--- src/rtl/srio_pkg.sv ---
// Shared SRIO definitions: packet type codes, header field positions,
// doorbell info codes, FSM state encoding and the doorbell response builder.
package srio_pkg;

  // Packet type codes
  localparam logic [3:0] FTYPE_DOORB = 4'hA;
  localparam logic [3:0] FTYPE_NWR   = 4'h5;
  localparam logic [3:0] TTYPE_NWR   = 4'h4;

  // Header field positions (LSB of each field in the 64-bit header beat)
  localparam int TID_LSB   = 56;  // [63:56]
  localparam int FTYPE_LSB = 52;  // [55:52]
  localparam int TTYPE_LSB = 48;  // [51:48]
  localparam int PRIO_LSB  = 45;  // [46:45]
  localparam int SIZE_LSB  = 36;  // [43:36]
  localparam int ADDR_LSB  = 0;   // [33:0]
  localparam int INFO_LSB  = 16;  // [31:16]
  localparam int ADDR_W    = 34;

  // Doorbell info codes
  localparam logic [15:0] DB_INFO_READY      = 16'h0100;
  localparam logic [15:0] DB_INFO_BUSY       = 16'h01FF;
  localparam logic [15:0] DB_INFO_CHECK      = 16'h0101;
  localparam logic [7:0]  DB_INFO_NOTIFY_TAG = 8'h02;

  typedef enum logic [1:0] {
    ST_IDLE     = 2'd0,
    ST_DB_RESP  = 2'd1,
    ST_NWR_DATA = 2'd2,
    ST_DISCARD  = 2'd3
  } tgt_state_e;

  // Doorbell response word; the response priority is one above the request,
  // wrapping inside the 2-bit field.
  function automatic logic [63:0] db_resp_word(input logic [7:0]  tid,
                                               input logic [1:0]  prio,
                                               input logic [15:0] info);
    logic [1:0] resp_prio;
    resp_prio = prio + 2'd1;
    return {tid, FTYPE_DOORB, 4'h0, 1'b0, resp_prio, 1'b0, 12'h000, info, 16'h0000};
  endfunction

endpackage

--- src/rtl/db_nwr_target.sv ---
// SRIO target: answers doorbells, forwards NWRITE payload to a local sink
// and drops every other request type.
module db_nwr_target
  import srio_pkg::*;
#(
  parameter logic [15:0] READY_INFO = DB_INFO_READY,
  parameter logic [15:0] BUSY_INFO  = DB_INFO_BUSY,
  parameter logic [15:0] CHECK_INFO = DB_INFO_CHECK
) (
  input  logic        log_clk,
  input  logic        log_rst,
  input  logic [15:0] src_id,
  // inbound requests
  input  logic        treq_tvalid_in,
  output logic        treq_tready_o,
  input  logic        treq_tlast_in,
  input  logic [63:0] treq_tdata_in,
  input  logic [7:0]  treq_tkeep_in,
  input  logic [31:0] treq_tuser_in,
  // outbound doorbell responses
  output logic        tresp_tvalid_o,
  input  logic        tresp_tready_in,
  output logic        tresp_tlast_o,
  output logic [63:0] tresp_tdata_o,
  output logic [7:0]  tresp_tkeep_o,
  output logic [31:0] tresp_tuser_o,
  // local sink
  input  logic        user_busy_in,
  output logic        user_wr_valid_o,
  output logic [63:0] user_wr_data_o,
  output logic [7:0]  user_wr_keep_o,
  output logic [33:0] user_wr_addr_o,
  output logic        user_wr_last_o,
  // doorbell notification and statistics
  output logic        db_info_valid_o,
  output logic [15:0] db_info_o,
  output logic [15:0] nwr_pkt_cnt_o
);

  tgt_state_e  state_q;
  logic        tresp_tvalid_q, tresp_tlast_q;
  logic [63:0] tresp_tdata_q;
  logic [7:0]  tresp_tkeep_q;
  logic [31:0] tresp_tuser_q;
  logic        user_wr_valid_q, user_wr_last_q;
  logic [63:0] user_wr_data_q;
  logic [7:0]  user_wr_keep_q;
  logic [33:0] user_wr_addr_q;
  logic [33:0] wr_addr_q, wr_addr_d;
  logic        db_info_valid_q;
  logic [15:0] db_info_q;
  logic [15:0] nwr_cnt_q;

  // Header field decode (only meaningful on a header beat)
  logic [7:0]  hdr_tid;
  logic [3:0]  hdr_ftype, hdr_ttype;
  logic [1:0]  hdr_prio;
  logic [33:0] hdr_addr;
  logic [15:0] hdr_info;
  logic [15:0] req_id;
  logic        hdr_acc;
  logic [15:0] resp_info_d;
  logic        notify_d;
  logic        unused_tuser_lo;

  assign hdr_tid   = treq_tdata_in[TID_LSB +: 8];
  assign hdr_ftype = treq_tdata_in[FTYPE_LSB +: 4];
  assign hdr_ttype = treq_tdata_in[TTYPE_LSB +: 4];
  assign hdr_prio  = treq_tdata_in[PRIO_LSB +: 2];
  assign hdr_addr  = treq_tdata_in[ADDR_LSB +: ADDR_W];
  assign hdr_info  = treq_tdata_in[INFO_LSB +: 16];
  assign req_id    = treq_tuser_in[31:16];
  // Low half of tuser carries nothing this target needs
  assign unused_tuser_lo = ^treq_tuser_in[15:0];

  // Ready everywhere except while a doorbell response is pending; forced low in reset
  assign treq_tready_o = !log_rst && (state_q != ST_DB_RESP);
  assign hdr_acc       = (state_q == ST_IDLE) && treq_tvalid_in && treq_tready_o;
  assign wr_addr_d     = wr_addr_q + 34'd8;

  // Doorbell response info and notification selection
  always_comb begin
    resp_info_d = READY_INFO;
    if (hdr_info == CHECK_INFO && user_busy_in) begin
      resp_info_d = BUSY_INFO;
    end
    notify_d = (hdr_info[15:8] == DB_INFO_NOTIFY_TAG);
  end

  // Request FSM with all outputs registered
  always_ff @(posedge log_clk or posedge log_rst) begin
    if (log_rst) begin
      state_q         <= ST_IDLE;
      tresp_tvalid_q  <= 1'b0;
      tresp_tlast_q   <= 1'b0;
      tresp_tdata_q   <= '0;
      tresp_tkeep_q   <= '0;
      tresp_tuser_q   <= '0;
      user_wr_valid_q <= 1'b0;
      user_wr_last_q  <= 1'b0;
      user_wr_data_q  <= '0;
      user_wr_keep_q  <= '0;
      user_wr_addr_q  <= '0;
      wr_addr_q       <= '0;
      db_info_valid_q <= 1'b0;
      db_info_q       <= '0;
      nwr_cnt_q       <= '0;
    end else begin
      user_wr_valid_q <= 1'b0;
      db_info_valid_q <= 1'b0;
      case (state_q)
        ST_IDLE: begin
          if (hdr_acc) begin
            if (hdr_ftype == FTYPE_DOORB) begin
              // Doorbells always get a response, even on a single-beat packet
              state_q        <= ST_DB_RESP;
              tresp_tvalid_q <= 1'b1;
              tresp_tlast_q  <= 1'b1;
              tresp_tkeep_q  <= 8'hFF;
              tresp_tdata_q  <= db_resp_word(hdr_tid, hdr_prio, resp_info_d);
              tresp_tuser_q  <= {src_id, req_id};
              if (notify_d) begin
                db_info_valid_q <= 1'b1;
                db_info_q       <= hdr_info;
              end
            end else if (treq_tlast_in) begin
              state_q <= ST_IDLE;
            end else if (hdr_ftype == FTYPE_NWR && hdr_ttype == TTYPE_NWR && !user_busy_in) begin
              state_q   <= ST_NWR_DATA;
              wr_addr_q <= hdr_addr;
            end else begin
              state_q <= ST_DISCARD;
            end
          end
        end
        ST_DB_RESP: begin
          if (tresp_tready_in) begin
            tresp_tvalid_q <= 1'b0;
            tresp_tlast_q  <= 1'b0;
            state_q        <= ST_IDLE;
          end
        end
        ST_NWR_DATA: begin
          if (treq_tvalid_in) begin
            user_wr_valid_q <= 1'b1;
            user_wr_data_q  <= treq_tdata_in;
            user_wr_keep_q  <= treq_tkeep_in;
            user_wr_addr_q  <= wr_addr_q;
            user_wr_last_q  <= treq_tlast_in;
            wr_addr_q       <= wr_addr_d;
            if (treq_tlast_in) begin
              nwr_cnt_q <= nwr_cnt_q + 16'd1;
              state_q   <= ST_IDLE;
            end
          end
        end
        ST_DISCARD: begin
          if (treq_tvalid_in && treq_tlast_in) begin
            state_q <= ST_IDLE;
          end
        end
        default: state_q <= ST_IDLE;
      endcase
    end
  end

  assign tresp_tvalid_o  = tresp_tvalid_q;
  assign tresp_tlast_o   = tresp_tlast_q;
  assign tresp_tdata_o   = tresp_tdata_q;
  assign tresp_tkeep_o   = tresp_tkeep_q;
  assign tresp_tuser_o   = tresp_tuser_q;
  assign user_wr_valid_o = user_wr_valid_q;
  assign user_wr_data_o  = user_wr_data_q;
  assign user_wr_keep_o  = user_wr_keep_q;
  assign user_wr_addr_o  = user_wr_addr_q;
  assign user_wr_last_o  = user_wr_last_q;
  assign db_info_valid_o = db_info_valid_q;
  assign db_info_o       = db_info_q;
  assign nwr_pkt_cnt_o   = nwr_cnt_q;

endmodule

--- config.mk ---
export PLATFORM = sky130hd
export DESIGN_NAME = db_nwr_target
export DESIGN_NICKNAME = d
export VERILOG_FILES = /design/src/rtl/srio_pkg.sv /design/src/rtl/db_nwr_target.sv
export SDC_FILE = /design/constraint.sdc
export NUM_CORES = 1
export LEC_CHECK = 0
export ABC_AREA = 1
export BUFFER_PORTS_ARGS = -buffer_cell sky130_fd_sc_hd__buf_2
export CORE_MARGIN = 2
export CORE_UTILIZATION = 33
export CTS_CLUSTER_SIZE = 14
export DETAILED_ROUTE_END_ITERATION = 6
export HOLD_SLACK_MARGIN = 0.1
export PLACE_DENSITY = 0.59
export SYNTH_ARGS = -nofsm -noshare
export SYNTH_HDL_FRONTEND = slang
export SYNTH_SLANG_ARGS = --single-unit
--- constraint.sdc ---
create_clock -name log_clk -period 7.3 [get_ports log_clk]
set_input_delay 1.095 -clock log_clk [delete_from_list [all_inputs] [get_ports log_clk]]
set_output_delay 1.095 -clock log_clk [all_outputs]
set_load 0.01 [all_outputs]
==> impl_metrics.tcl, run 1 <==
set metrics [dict create \
    clk_path_buf_depth 3 \
    cts_buffers 26 \
    multiInputGateArea_um2 3920 \
    track_usage_pct 17.6 \
    cp.buffers_inverters 5 \
    die_w_um 181 \
    synth_flop_cell "dfrtp_1" \
    cpMostUsedCell "buf_4" \
    worstPathRequired_ns 7.66 \
    finalNonFillerCells 2017 \
    crit_family "buffers and inverters" \
    dp_hpwl_um 21000 \
    synth_compound_area_share_pct 4.50 \
    cts_setup_buffers 0 \
    synthCells 1318 \
    num_rows 64 \
    holdWs_ns 0.456 \
    synthMuxAreaShare_pct 0.0968 \
    grt_pass1_vias 8587 \
    fin_skew_ns 0.0120 \
    status "complete, no violations" \
    maxCapViolCount 0 \
    wirelength_um 29400 \
    nNetsFinal 1730 \
    tightest_slew_ns 0.984 \
    final.fill_count 3196 \
    cpMaxStageDelayCell "buf_4" \
    dr.first_iter.drc_count 561 \
    synth_top_area_cell "dfrtp_1" \
    synth.top_cells.by_area "dfrtp_1, nand2_1, buf_4" \
    synth_area_um2 10300 \
    period_needed_ns 2.97 \
    dp_slack_ns 3.76 \
    cpPeakStageDelay_ns 0.73 \
    synth_top_cell_area_share_pct 53.7 \
    setup_tns_ns 0 \
    die_area_um2 32800 \
    drc 0 \
    slew_viol_final 0 \
    ant_nets 0 \
    grt_antenna_before_repair 0 \
    yosysWarnings 0 \
    avgSynthCellArea_um2 7.84 \
    max_freq_mhz 337 \
    ios 374 \
    peakVddDrop_mv 0.184 \
    place_congestion 0.864 \
    synth_top_family_by_area "simple AND/OR/NAND/NOR gates" \
    seq_area_um2 5560 \
    grt_remaining_overflow 0 \
    clock_latency_ns 0.52 \
    finalCritPeriodShare_pct 40.7 \
    worst_slew_margin_rel_pct 34.4 \
    hold_path.class "register to register" \
    cts_hold_buf 0 \
    synthSimpleGateAreaFrac_pct 30.5 \
    drt_pass1_iterations 4 \
    crit_type "input port to register" \
    wl_per_cell_um 14.6 \
    endpoint_kind "register" \
    clk_pin_slew_ns 0.06 \
    p_per_area_nw_per_um2 388 \
    synth_edf_count 0 \
    fp.dieH_um 181 \
    synth_seq_cells 222 \
    synth_cell_type_count 31 \
    viasPerCell 4.46 \
    p_leak_nw 7.17 \
    htree_levels 1 \
    ctsResizeCount 0 \
    arrival_ns 3.33 \
    fin_area_um2 12800 \
    placed_area_um2 11900 \
    cts_tree "done" \
    clockRootBuffer "clkbuf_16" \
    rsz0062_at_grt "false" \
    postSynth.asyncResetShare_pct 100 \
    fin_ws_ns 4.33 \
    p_total_mw 4.98 \
    setup_viol_count_final 0 \
    drive_gt1_share_pct 23.6 \
    yosysSeqAreaShare_pct 53.7 \
    path_max_fanout 81 \
    port_buffers 314 \
    grt_max_degree 83 \
    grt_pass1_wl_um 46700 \
    numClockSinks 222 \
    coreArea_um2 30700 \
    synthXorXnorAreaFrac_pct 1.02 \
    final_util_pct 41.8 \
    dp_cells 1970 \
    cp_cell_sequence "buf_2 -> inv_1 -> nor2_4 -> buf_4 -> inv_4 -> buf_4 -> o21ai_0" \
    antenna_cells 0 \
    area_growth_pct 24.2 \
    hold_viol 0 \
    initial_core_util_pct 33.6 \
    vias 8992 \
    synth_fa_ha_area_share_pct 0.242 \
    start_kind "input port" \
]
logic make-up after synthesis:
group,count (synthesis)
adder cells (fa/ha/maj),2
flip-flops,222
AND/OR/NAND/NOR,791
multiplexers,1
other,1
XOR/XNOR,12
buffers and inverters,197
AO/OA/AOI/OAI,92
registers in the layout (all words and copies together), names as in the netlist:
register,cells
db_info_o,16
db_info_valid_o,1
nwr_pkt_cnt_o,16
state_q,2
tresp_tdata_o,12
tresp_tlast_o,1
tresp_tuser_o,32
user_wr_addr_o,34
user_wr_data_o,64
user_wr_keep_o,8
user_wr_last_o,1
user_wr_valid_o,1
wr_addr_q,34
layer usage:
| metal | part of all wire (%) | track usage, % | vias up |
|---|---|---|---|
| met5 | 0 | 0 | - |
| met4 | 2.2 | 4.98 | 0 |
| met3 | 6.2 | 3.69 | 41 |
| met2 | 47 | 29.5 | 262 |
| met1 | 44 | 23.0 | 4154 |
| li1 | - | - | 4535 |
report_power, final:
group          internal [mW]  total, mW  switching [mW]
Sequential              1.71       2.03           0.321
Clock                  0.830       1.36           0.526
Combinational          0.600       1.60            1.00
Total                   3.14       4.98            1.85
area by class of cell:
class,count,share of cell area [%]
multi-input combinational,941,30.5
clock buffer,34,5.85
tap,396,3.86
sequential,222,43.2
inverter,91,2.74
clock inverter,13,1.21
timing repair buffer,320,12.6
layout by cell type (no fill, tap or decap), types with 2 or more instances in the layout:
cell	synthesis	final
clkbuf_8	0	5
nand3_1	62	62
xor2_1	10	10
inv_2	5	4
conb_1	1	43
nor2_1	111	111
o21ai_1	15	15
bufinv_16	0	3
clkinvlp_4	0	3
clkinv_2	0	5
nor3_1	7	7
nor2_2	4	4
or2_2	2	2
buf_2	19	314
nand2_1	588	588
clkbuf_1	20	2
nand4_1	7	7
o21ai_0	70	70
nand2_4	2	2
clkinv_4	0	2
dfrtp_1	222	222
inv_1	86	85
a21oi_1	5	5
nor4_1	2	2
clkbuf_16	0	27
xnor2_1	2	2
nor2_4	2	2
ha_1	2	2
buf_4	65	6
worst min-delay path, stage by stage, from the launching register on:
cell and delay, ns:
dfrtp_1 0.33, inv_1 0.04, nand2_1 0.05
path summary, 6_finish.rpt:
path                       slack [ns]                 end            from  cells after the start
max                              4.33  user_wr_data_o[60]  treq_tvalid_in                      7
min                              0.46        db_info_o[9]    db_info_o[9]                      2
max reg2reg                      4.46  user_wr_data_o[60]      state_q[1]                      6
min reg2reg                      0.46        db_info_o[9]    db_info_o[9]                      2
max in group asynchronous        5.23        db_info_o[4]         log_rst                      3
min in group asynchronous        0.67        wr_addr_q[5]         log_rst                      2
Yosys cell counts, types with 10 or more instances:
cell type	n
clkbuf_1	20
buf_2	19
buf_4	65
nand2_1	588
o21ai_0	70
o21ai_1	15
inv_1	86
xor2_1	10
nor2_1	111
dfrtp_1	222
nand3_1	62
Power figures use the tool's default switching activity.
==> run 2, diff against run 1 <==
==> constraint.sdc (replaced) <==
create_clock -name log_clk -period 2.7 [get_ports log_clk]
set_input_delay 0.405 -clock log_clk [delete_from_list [all_inputs] [get_ports log_clk]]
set_output_delay 0.405 -clock log_clk [all_outputs]
set_load 0.01 [all_outputs]
==> run 2 against run 1 <==
  * Cell count rose by 4.1%
  * Worst hold slack got worse by 0.33 ns
  * Sequential power rose to 2.7 times the previous value
  * Die area did not move
  * Largest power group unchanged
==> impl_metrics.tcl, run 2 (same netlist as run 1, synthesis figures left out) <==
set metrics [dict create \
    status "complete, no violations" \
    clock_latency_ns 0.53 \
    dp_slack_ns 0.620 \
    wirelength_um 30300 \
    holdWs_ns 0.127 \
    highest_layer "met5" \
    drive_gt1_share_pct 23.2 \
    numClockSinks 222 \
    crit_family "buffers and inverters" \
    crit_end "tresp_tdata_o[46]" \
    nNetsFinal 1811 \
    worstPathRequired_ns 3.06 \
    fin_ws_ns 0.597 \
    path_max_fanout 48 \
    coreArea_um2 30700 \
    cpMaxStageDelayCell "inv_2" \
    startpoint "state_q[1]" \
    htree_levels 1 \
    power.share.clock_pct 26.3 \
    ant_nets 0 \
    regToRegSetupSlack_ns 0.60 \
    grt_antenna_before_repair 2 \
    met3_length_um 1680 \
    final_cell_mix "nand2_1, buf_2, dfrtp_1" \
    cts_tree "done" \
    sw_frac_of_total_pct 37.0 \
    power.share.combinational_pct 33.3 \
    drc 0 \
    r2r-start "state_q[1]" \
    num_rows 64 \
    place_congestion 0.923 \
    area_growth_pct 32.4 \
    grt_remaining_overflow 0 \
    cpPeakStageDelay_ns 0.59 \
    dr.first_iter.drc_count 562 \
    rsz0062_at_grt "false" \
    viasPerCell 4.49 \
    max_freq_mhz 476 \
    seq_power_share_pct 40.4 \
    p_per_area_nw_per_um2 988 \
    endpoint_kind "register" \
    die_area_um2 32800 \
    finalCritPeriodShare_pct 77.9 \
    clk_path_buf_depth 3 \
    period_needed_ns 2.10 \
    p_leak_nw 7.54 \
    r2r_cells 7 \
    p_sw_mw 5.01 \
    tightest_slew_ns 0.800 \
    clk_pin_slew_ns 0.06 \
    fp.dieH_um 181 \
    dp_hpwl_um 21800 \
    drt_pass1_iterations 5 \
    wl_met2_um 14500 \
    grt_pass1_vias 8972 \
    vias 9430 \
    cts_buffers 27 \
    grt_pass1_wl_um 48400 \
    r2r-end "tresp_tdata_o[46]" \
    cp_cell_sequence "nor2_2 -> buf_4 -> o21ai_1 -> o21ai_1 -> nor2_4 -> inv_2 -> o21ai_0" \
    slew_viol_final 0 \
    initial_core_util_pct 33.6 \
    port_buffers 314 \
    worst_slew_margin_rel_pct 46.6 \
    largest_reg_flops 64 \
    final_common_cell "nand2_1" \
    start_kind "register" \
    cp.buffers_inverters 2 \
    p_total_mw 13.5 \
    setup_viol_count_final 0 \
    crit_type "register to register" \
    hold_path.class "input port to register" \
    clockRootBuffer "clkbuf_16" \
    ios 374 \
    path_depth 7 \
    met1_length_um 13100 \
    wl_per_cell_um 14.4 \
    peakVddDrop_mv 0.510 \
    cpMostUsedCell "o21ai_1" \
    fin_skew_ns 0.0110 \
    internal-power_mw 8.52 \
    arrival_ns 2.47 \
    die_w_um 181 \
    grt_max_degree 69 \
    maxCapViolCount 0 \
    track_usage_pct 18.3 \
    hold_viol 0 \
]
run 2: worst register-to-register path: cells and delay by family, from the launching register on:
kind | cells | cell delay, ns
AO/OA/AOI/OAI | 3 | 0.54
AND/OR/NAND/NOR | 2 | 0.21
buffers and inverters | 2 | 0.76
flip-flops | 1 | 0.45
run 2: worst min path at each step:
stage	depth (start not counted)	startpoint	to	slack, ns
2_1_floorplan	2	wr_addr_q[0]	user_wr_addr_o[0]	0.45
3_3_place_gp	2	tresp_tdata_o[56]	tresp_tdata_o[56]	0.45
3_5_place_dp	2	tresp_tuser_o[26]	tresp_tuser_o[26]	0.45
4_1_cts	3	treq_tdata_in[31]	user_wr_data_o[31]	0.10
5_1_grt	3	treq_tdata_in[58]	tresp_tdata_o[58]	0.11
6_report	3	treq_tdata_in[51]	user_wr_data_o[51]	0.13
run 2: per-stage QoR:
step	utilization, %	TNS, ns	cell area [um^2]	instances
after floorplan	-	-133.43	10500	1360
after global placement	39.5	0	12100	1983
after detailed placement	39.5	0	12100	1983
after CTS	44.5	0	13700	2098
after global routing	44.5	0	13700	2099
final	44.5	0	13700	2099
run 2: final cells by class:
cell class / instances / area, um^2
inverters: 91 / 348
clock buffers: 40 / 815
fillers: 3114 / 17100
flip-flops and latches: 222 / 5560
multi-input cells: 941 / 3920
diodes: 1 / 2.50
clock inverters: 8 / 73.8
well taps: 396 / 495
repair buffers: 400 / 2480
run 2: repair_timing:
| action | CTS | global route |
|---|---|---|
| gates resized for setup | 0 | 0 |
| hold buffers | 67 | 0 |
| endpoints found under the hold margin | 86 | 0 |
| setup buffers | 0 | 0 |
run 2: per-layer routing:
metal / vias to the layer above / GRT usage [%]
li1: 4701 / -
met2: 275 / 31.3
met3: 62 / 3.31
met1: 4390 / 23.4
met5: - / 0
met4: 2 / 5.76
run 2: power groups by stage:
stage               registers, mW  clock network (mW)  logic, mW
floorplan                    5.93                   0       2.18
global placement             5.47                   0       4.39
detailed placement           5.51                   0       4.47
CTS                          5.47                3.70       4.56
global route                 5.65                3.83       5.08
finish                       5.47                3.56       4.50
==> run 3, diff against run 2 <==
==> constraint.sdc (replaced) <==
create_clock -name log_clk -period 1.9 [get_ports log_clk]
set_input_delay 0.285 -clock log_clk [delete_from_list [all_inputs] [get_ports log_clk]]
set_output_delay 0.285 -clock log_clk [all_outputs]
set_load 0.01 [all_outputs]
==> run 3 against run 2 <==
  * Utilization increased by 1.8 points
  * Wire length increased by 2.3%
  * Critical endpoint is now wr_addr_q[19]
  * Largest power group unchanged
  * Register-to-register slack got worse by 0.46 ns
  * Sequential power increased by 42%
  * Cell area increased by 4.0%
  * Sequential share of layout area decreased by 1.6 points
  * Clock-buffer cell count decreased by 3
==> impl_metrics.tcl, run 3 (same netlist as run 1, synthesis figures left out) <==
set metrics [dict create \
    r2r-end "wr_addr_q[19]" \
    tightest_slew_ns 0.539 \
    worst_slew_margin_rel_pct 64.0 \
    power.share.combinational_pct 33.8 \
    grt_pass1_wl_um 49300 \
    grt_remaining_overflow 0 \
    peakVddDrop_mv 0.698 \
    status "complete, no violations" \
    power.share.clock_pct 26.6 \
    p_total_mw 19.6 \
    dr.first_iter.drc_count 546 \
    finalNonFillerCells 2143 \
    drc 0 \
    slew_viol_final 0 \
    finalCritPeriodShare_pct 93.1 \
    antenna_cells 0 \
    initial_core_util_pct 33.6 \
    sw_frac_of_total_pct 36.6 \
    fin_area_um2 14200 \
    port_buffers 314 \
    clockRootBuffer "clkbuf_16" \
    final_common_cell "nand2_1" \
    wl_per_cell_um 14.5 \
    cts_buffers 26 \
    dp_cells 1990 \
    coreArea_um2 30700 \
    viasPerCell 4.51 \
    crit_type "input port to register" \
    min_path_cells 4 \
    clk_pin_slew_ns 0.05 \
    clk_path_buf_depth 3 \
    r2r-start "state_q[0]" \
    regToRegSetupSlack_ns 0.14 \
    fp.dieH_um 181 \
    r2r_cells 10 \
    vias 9668 \
    final.fill_count 3044 \
    worstHoldStart "treq_tvalid_in" \
    maxCapViolCount 0 \
    die_area_um2 32800 \
    seq_power_share_pct 39.7 \
    gr-usage-met1_pct 23.6 \
    grt-busiest-layer "met2" \
    numClockSinks 222 \
    nNetsFinal 1859 \
    final_cell_mix "nand2_1, buf_2, dfrtp_1" \
    largest_reg_flops 64 \
    max_freq_mhz 565 \
    internal-power_mw 12.5 \
    setup_viol_count_final 0 \
    htree_levels 1 \
    seq_area_um2 5560 \
    p_per_area_nw_per_um2 1380 \
    grtUsageMet3_pct 3.00 \
    final_util_pct 46.3 \
    p_sw_mw 7.18 \
    path_max_fanout 23 \
    arrival_ns 2.18 \
    endpoint_kind "register" \
    p_leak_nw 7.76 \
    ios 374 \
    ant_nets 0 \
    multiInputGateArea_um2 3960 \
    track_usage_pct 18.5 \
    dp_hpwl_um 21400 \
    grt_max_degree 92 \
    area_growth_pct 37.8 \
    drive_gt1_share_pct 23.4 \
    use_met2_pct 32.1 \
    num_rows 64 \
    start_kind "input port" \
    worstPathRequired_ns 2.31 \
    placed_area_um2 12200 \
    die_w_um 181 \
    period_needed_ns 1.77 \
    cts_tree "done" \
    wirelength_um 31000 \
    clock_latency_ns 0.53 \
    fin_skew_ns 0.00648 \
    grt_pass1_vias 9321 \
    grt_antenna_before_repair 0 \
    hold_path_end "state_q[1]" \
    hold_path.class "input port to register" \
    place_congestion 0.891 \
    hold_viol 0 \
    drt_pass1_iterations 6 \
]
[run 3: worst max path at each step]
stage,from,to,slack [ns],cells after the start
detailed placement,state_q[0],db_info_o[11],0.12,7
global placement,wr_addr_q[3],wr_addr_q[29],0.11,10
floorplan,log_rst,db_info_o[0],-1.28,1
CTS,state_q[1],treq_tready_o,0.09,5
finish,treq_tdata_in[49],wr_addr_q[19],0.13,11
global route,treq_tdata_in[52],wr_addr_q[6],-0.01,10
[run 3: final cells by class]
type	instances	share of cell area, %
clock buffer	37	5.29
clock inverter	7	0.975
inverter	91	2.47
multi-input combinational	941	27.8
sequential	222	39.0
tap	396	3.48
timing repair buffer	448	21.0
timing repair inverter	1	0.0527
[run 3: what timing repair did]
item | in CTS | in global routing
endpoints found under the setup margin | 0 | 23
resized for setup | 0 | 13
hold buffers | 107 | 0
buffers inserted | 0 | 0
hold endpoints to repair | 352 | 0
[run 3: routing by layer]
layer | wire (um) | up-vias | part of all wire (%)
li1 | - | 4800 | -
met1 | 13500 | 4532 | 43
met2 | 15000 | 272 | 48
met3 | 1720 | 64 | 5.5
met4 | 837 | 0 | 2.7
met5 | 0 | - | 0
[run 3: metrics by stage]
step	TNS (ns)	worst slack, ns	hold slack, ns
after floorplan	-284.39	-1.28	0.370
after global placement	0	0.108	0.448
after detailed placement	0	0.123	0.453
after CTS	0	0.0938	0.132
after global routing	-0.0116	-0.00953	0.202
final	0	0.130	0.161
[run 3: critical path, cell delays in order]
cell	delay (ns)
dlygate4sd3_1	0.53
buf_2	0.12
inv_1	0.10
nand2_1	0.07
nor2_1	0.09
nand3_1	0.17
nand2_1	0.19
nand2_2	0.19
clkbuf_16	0.25
o21ai_1	0.12
nand2_1	0.05
[run 3: power groups by stage]
stage / clock network [mW] / registers (mW) / logic (mW)
final: 5.22 / 7.79 / 6.63
after global routing: 5.60 / 8.04 / 7.45
after CTS: 5.40 / 7.76 / 6.58
after detailed placement: 0 / 7.81 / 6.40
after global placement: 0 / 7.76 / 6.31
after floorplan: 0 / 8.43 / 3.10
